File: src/rtl/imm_encode.sv
// imm_encode: packs a 32-bit immediate into RISC-V immediate fields via a 2-stage valid/ready pipeline
module imm_encode #(
  parameter int CNT_W = 8
) (
  input  logic             clk,
  input  logic             rst,
  input  logic             InValid,
  output logic             InReady,
  input  logic [31:0]      InstrIn,
  input  logic [31:0]      ImmIn,
  input  logic [2:0]       ImmSrc,
  output logic             OutValid,
  input  logic             OutReady,
  output logic [31:0]      InstrOut,
  output logic             OutErr,
  input  logic             ErrClr,
  output logic [CNT_W-1:0] ErrCount
);
  logic        s1_valid_q;
  logic [31:0] s1_instr_q;
  logic [31:0] s1_imm_q;
  logic [2:0]  s1_src_q;
  logic        s1_err_q;
  logic        s1_err_d;
  logic [31:0] pack_d;
  logic        s2_adv;
  // stage 2 can take a beat when empty or being drained this edge
  always_comb begin
    s2_adv  = !OutValid || OutReady;
    InReady = !s1_valid_q || s2_adv;
  end
  // representability of the incoming immediate in the selected format
  always_comb
    s1_err_d = (ImmSrc == 3'd0 || ImmSrc == 3'd1) ? !(&ImmIn[31:11] || ~|ImmIn[31:11]) :
               (ImmSrc == 3'd2) ? !(&ImmIn[31:12] || ~|ImmIn[31:12]) || ImmIn[0] :
               (ImmSrc == 3'd3) ? |ImmIn[11:0] :
               (ImmSrc == 3'd4) ? !(&ImmIn[31:20] || ~|ImmIn[31:20]) || ImmIn[0] :
               1'b1;
  // scatter the stage-1 immediate into the template; invalid formats pass through
  always_comb begin
    pack_d = s1_instr_q;
    case (s1_src_q)
      3'd0: pack_d[31:20] = s1_imm_q[11:0];
      3'd1: begin
        pack_d[31:25] = s1_imm_q[11:5];
        pack_d[11:7]  = s1_imm_q[4:0];
      end
      3'd2: begin
        pack_d[31]    = s1_imm_q[12];
        pack_d[30:25] = s1_imm_q[10:5];
        pack_d[11:8]  = s1_imm_q[4:1];
        pack_d[7]     = s1_imm_q[11];
      end
      3'd3: pack_d[31:12] = s1_imm_q[31:12];
      3'd4: begin
        pack_d[31]    = s1_imm_q[20];
        pack_d[30:21] = s1_imm_q[10:1];
        pack_d[20]    = s1_imm_q[11];
        pack_d[19:12] = s1_imm_q[19:12];
      end
      default: ;
    endcase
  end
  // stage 1: capture inputs and range-check result
  always_ff @(posedge clk or posedge rst)
    if (rst) begin
      s1_valid_q <= 1'b0;
      s1_instr_q <= '0;
      s1_imm_q   <= '0;
      s1_src_q   <= '0;
      s1_err_q   <= 1'b0;
    end else if (InReady) begin
      s1_valid_q <= InValid;
      if (InValid) begin
        s1_instr_q <= InstrIn;
        s1_imm_q   <= ImmIn;
        s1_src_q   <= ImmSrc;
        s1_err_q   <= s1_err_d;
      end
    end
  // stage 2: registered packed instruction, held while stalled
  always_ff @(posedge clk or posedge rst)
    if (rst) begin
      OutValid <= 1'b0;
      InstrOut <= '0;
      OutErr   <= 1'b0;
    end else if (s2_adv) begin
      OutValid <= s1_valid_q;
      if (s1_valid_q) begin
        InstrOut <= pack_d;
        OutErr   <= s1_err_q;
      end
    end
  // saturating count of errored beats delivered; clear has priority
  always_ff @(posedge clk or posedge rst)
    if (rst) ErrCount <= '0;
    else if (ErrClr) ErrCount <= '0;
    else if (OutValid && OutReady && OutErr && ErrCount != {CNT_W{1'b1}}) ErrCount <= ErrCount + 1'b1;
endmodule
File: config.mk
export PLATFORM = sky130hd
export DESIGN_NAME = imm_encode
export DESIGN_NICKNAME = d
export VERILOG_FILES = /design/src/rtl/imm_encode.sv
export SDC_FILE = /design/constraint.sdc
export NUM_CORES = 1
export LEC_CHECK = 0
export BUFFER_PORTS_ARGS = -buffer_cell sky130_fd_sc_hd__buf_2
export CELL_PAD_IN_SITES_DETAIL_PLACEMENT = 1
export CELL_PAD_IN_SITES_GLOBAL_PLACEMENT = 1
export CORE_UTILIZATION = 42
export DETAILED_ROUTE_END_ITERATION = 10
export PLACE_DENSITY = 0.77
export SLEW_MARGIN = 40
export SYNTH_ARGS = -nofsm -noshare
export SYNTH_HDL_FRONTEND = slang
export SYNTH_SLANG_ARGS = --single-unit
File: constraint.sdc
create_clock -name clk -period 3.65 [get_ports clk]
set_input_delay 0.365 -clock clk [delete_from_list [all_inputs] [get_ports clk]]
set_output_delay 0.365 -clock clk [all_outputs]
set_load 0.02 [all_outputs]
==> run_results.csv <==
group,metric,value,unit
sta,final.period_utilization,55.20,%
worst_setup_path,startpoint,"s1_src_q[1]",
floorplan,chipHeight,110.3,um
synthesis,syn_nets,470,
worst_setup_path,cp-end-kind,"register",
global_routing,grt_max_degree,91,
floorplan,core_region_area,11420,um^2
pwr,seqPwrFrac,47.6,%
worst_setup_path,startpoint_type,"register",
sta,hold_viol_final,0,
floorplan,placementRows,39,
pwr,power.leakage,2.685,nW
sta,finClkSkew,0.006596,ns
clocking,tritoncts,"done",
finish,final_cell_mix,"sky130_fd_sc_hd__buf_2 (114), sky130_fd_sc_hd__dfrtp_1 (111), sky130_fd_sc_hd__mux2_2 (80)",
sta,slew_headroom,49.77,%
finish,layout_commonest_cell,"sky130_fd_sc_hd__buf_2",
placed_design,globalplace.congestion,0.7763,
finish,fraction_of_final_layout_cells_sized_beyond_drive_strength_1,43.42,%
worst_setup_path,timing_worst_setup_path_type,"register to register",
drt,drcViolationCount,0,
clocking,cts-root-buf,"sky130_fd_sc_hd__clkbuf_16",
worst_setup_path,critical_path.max_fanout,18,
global_routing,grt_first_pass_wirelength,18.71,mm
drt,routedWlPerCell,17.78,um
min_path,worstHoldPathType,"input port to asynchronous set/reset pin",
sta,setup_viol_count_final,0,
drt,routed_via_density,5.353,
placed_design,place_worst_setup_slack,1.545,ns
clocking,cts.path.max_buffers,2,
drt,routed_wl,11.59,mm
sta,finalMaxSlewViolations,0,
status,status,"completed",
clocking,clkLatencyLatePin,0.35,ns
sta,setup_tns,0,ns
drt,final_antenna_net_count,0,
clocking,cts_buffers,9,
synthesis,ys.warnings.count,0,
global_routing,grt_remaining_overflow,0,
worst_setup_path,max_stage_delay,0.76,ns
finish,area.growth.synth_to_final,19.85,%
floorplan,initial_utilization,43.11,%
synthesis,synth.yosys.seq_area_share,56.43,%
pwr,power.combinational.fraction,23.0,%
sta,maxClockFrequency,496.4,MHz
flow_run,cap_viol_max_count,0,
sta,slew_of_the_pin_with_the_lowest_slew_margin,0.7534,ns
pwr,pwr-share-clk,29.4,%
worst_setup_path,cp_data_arrival_time,2.23,ns
worst_setup_path,worst_ep_required_time,3.86,ns
sta,worst_slack,1.635,ns
sta,setup_repair_after_global_routing_missed_its_margin,"false",
placed_design,dpl.hpwl,8.375,mm
global_routing,first_global_vias,3670,
pwr,power-per-cell-area,570.7,nW/um^2
finish,fin_cells,652,
placed_design,numPortBuffers,114,
synthesis,yosys.cell_types.count,45,
worst_setup_path,crit_path_cell_trace,"nor2b_1, a221oi_2, a21oi_1, a311oi_1, o21ai_1",
global_routing,gr-usage-all-layers,20.63,%
synthesis,synth-edff-count,0,
pwr,power_report.internal_total,2.353,mW
clocking,cts-resized-gates,0,
floorplan,dieArea,12160,um^2
drt,detailedRoute.firstPassIterationCount,4,
sta,post-route-min-period,2.015,ns
synthesis,synth-async-reset-ratio,100.0,%
synthesis,synth_cells,397,
finish,nNetsFinal,578,
floorplan,boundaryPins,115,
finish,filler_cells_inserted,1265,
placed_design,placed_instance_count,637,
finish,antenna-diode-count,0,
clocking,cts_hold_buf,0,
clocking,postCtsSetupBuffers,0,
clocking,cts_htree_levels,3,
synthesis,synth.ff_latch_count,111,
drt,total_number_of_vias,3490,
pwr,p_sw,1.014,mW
worst_setup_path,regToRegStartpoint,"s1_src_q[1]",
pwr,switching_share,30.11,%
floorplan,die_width,110.3,um
synthesis,syn_avg_cell_area,12.40,um^2
clocking,clkTransAtPathRegs,0.07,ns
pwr,worst_ir_drop_on_vdd,353.6,uV
worst_setup_path,worst_path_max_delay_cell,"sky130_fd_sc_hd__dfrtp_1",
synthesis,postSynth.topFlopCell,"sky130_fd_sc_hd__dfrtp_1",
global_routing,antenna_violations_before_repair,0,
drt,detail_route.iter0.violations,173,
clocking,cts.sink_count,111,
synthesis,synth_area,4922,um^2
worst paths after layout:
| check | cells past startpoint | slack (ns) | end |
|---|---|---|---|
| min | 2 | 0.08 | InstrOut[13] |
| min reg2reg | 2 | 0.47 | InstrOut[26] |
| min in group clk | 2 | 0.24 | s1_instr_q[6] |
| max in group asynchronous | 3 | 2.76 | s1_imm_q[10] |
| max reg2reg | 5 | 1.64 | InstrOut[31] |
| max | 5 | 1.64 | InstrOut[31] |
synth_stat cells, types with 2 or more instances:
| master | count | area (um^2) |
|---|---|---|
| sky130_fd_sc_hd__mux2_2 | 80 | 900.9 |
| sky130_fd_sc_hd__or4_1 | 2 | 15.01 |
| sky130_fd_sc_hd__buf_2 | 8 | 40.04 |
| sky130_fd_sc_hd__nand2b_1 | 3 | 18.77 |
| sky130_fd_sc_hd__a21oi_1 | 7 | 35.03 |
| sky130_fd_sc_hd__o21ai_0 | 11 | 55.05 |
| sky130_fd_sc_hd__nand2_1 | 36 | 135.1 |
| sky130_fd_sc_hd__inv_1 | 4 | 15.01 |
| sky130_fd_sc_hd__nor3_1 | 9 | 45.04 |
| sky130_fd_sc_hd__o21ai_1 | 12 | 60.06 |
| sky130_fd_sc_hd__clkbuf_1 | 6 | 22.52 |
| sky130_fd_sc_hd__nor4b_1 | 2 | 17.52 |
| sky130_fd_sc_hd__buf_4 | 3 | 22.52 |
| sky130_fd_sc_hd__nor4_1 | 4 | 25.02 |
| sky130_fd_sc_hd__nor2_1 | 25 | 93.84 |
| sky130_fd_sc_hd__nand3_1 | 3 | 15.01 |
| sky130_fd_sc_hd__dfrtp_1 | 111 | 2778 |
| sky130_fd_sc_hd__buf_6 | 2 | 22.52 |
| sky130_fd_sc_hd__o22ai_1 | 6 | 37.54 |
| sky130_fd_sc_hd__mux2i_1 | 19 | 190.2 |
| sky130_fd_sc_hd__xnor2_1 | 6 | 52.55 |
| sky130_fd_sc_hd__nand4_1 | 9 | 56.30 |
| sky130_fd_sc_hd__o31ai_1 | 7 | 52.55 |
cells by family (layout without fill, tap and decap cells):
group | Yosys count | count (layout) | synth area share (%)
AND/OR/NAND/NOR | 101 | 101 | 9.964
adder cells (fa/ha/maj) | 2 | 2 | 0.4575
XOR/XNOR | 7 | 7 | 1.246
flip-flops | 111 | 111 | 56.43
multiplexers | 100 | 100 | 22.62
AO/OA/AOI/OAI | 52 | 52 | 6.711
buffers and inverters | 24 | 136 | 2.567
flip-flops by register name, indices dropped and copies added (netlist names):
register    count
InstrOut       32
s1_imm_q       32
s1_instr_q     32
ErrCount        8
s1_src_q        3
OutErr          1
OutValid        1
s1_err_q        1
s1_valid_q      1
per-layer routing:
layer,routed length (um),GRT usage (%)
met1,5367,26.67
met2,5507,33.67
met3,535,5.703
met4,180,6.297
met5,0,0
per-stage QoR:
step	power [mW]	hold WS [ns]	area, um^2	util, %
after CTS	3.415	0.2113	5897	51.64
after global routing	3.545	0.1531	5899	51.67
after floorplan	2.128	0.4446	4922	-
after global placement	2.373	0.4593	5590	48.96
after detailed placement	2.414	0.4711	5598	49.02
final	3.367	0.08468	5899	51.67
worst max-delay path: cells and delay by family (launching register included):
kind	cells	cell delay [ns]
AOI/OAI and AO/OA	4	0.89
DFF	1	0.76
and+or+nand+nor	1	0.22
power groups by stage:
| stage | logic [mW] | registers (mW) | clock network, mW |
|---|---|---|---|
| after global placement | 0.759 | 1.61 | 0 |
| after floorplan | 0.427 | 1.70 | 0 |
| after detailed placement | 0.786 | 1.63 | 0 |
| after CTS | 0.790 | 1.60 | 1.02 |
| after global routing | 0.851 | 1.63 | 1.06 |
| final | 0.775 | 1.60 | 0.990 |
final cells by class:
cell class	count	area, um^2	area share [%]
Clock buffer	12	256.5	4.348
Inverter	4	22.52	0.3818
Sequential cell	111	2778	47.08
Tap cell	143	178.9	3.033
Timing Repair Buffer	117	593.1	10.05
Clock inverter	3	42.54	0.7211
Multi-Input combinational cell	262	2028	34.38
(Power assumes the default switching activity.)
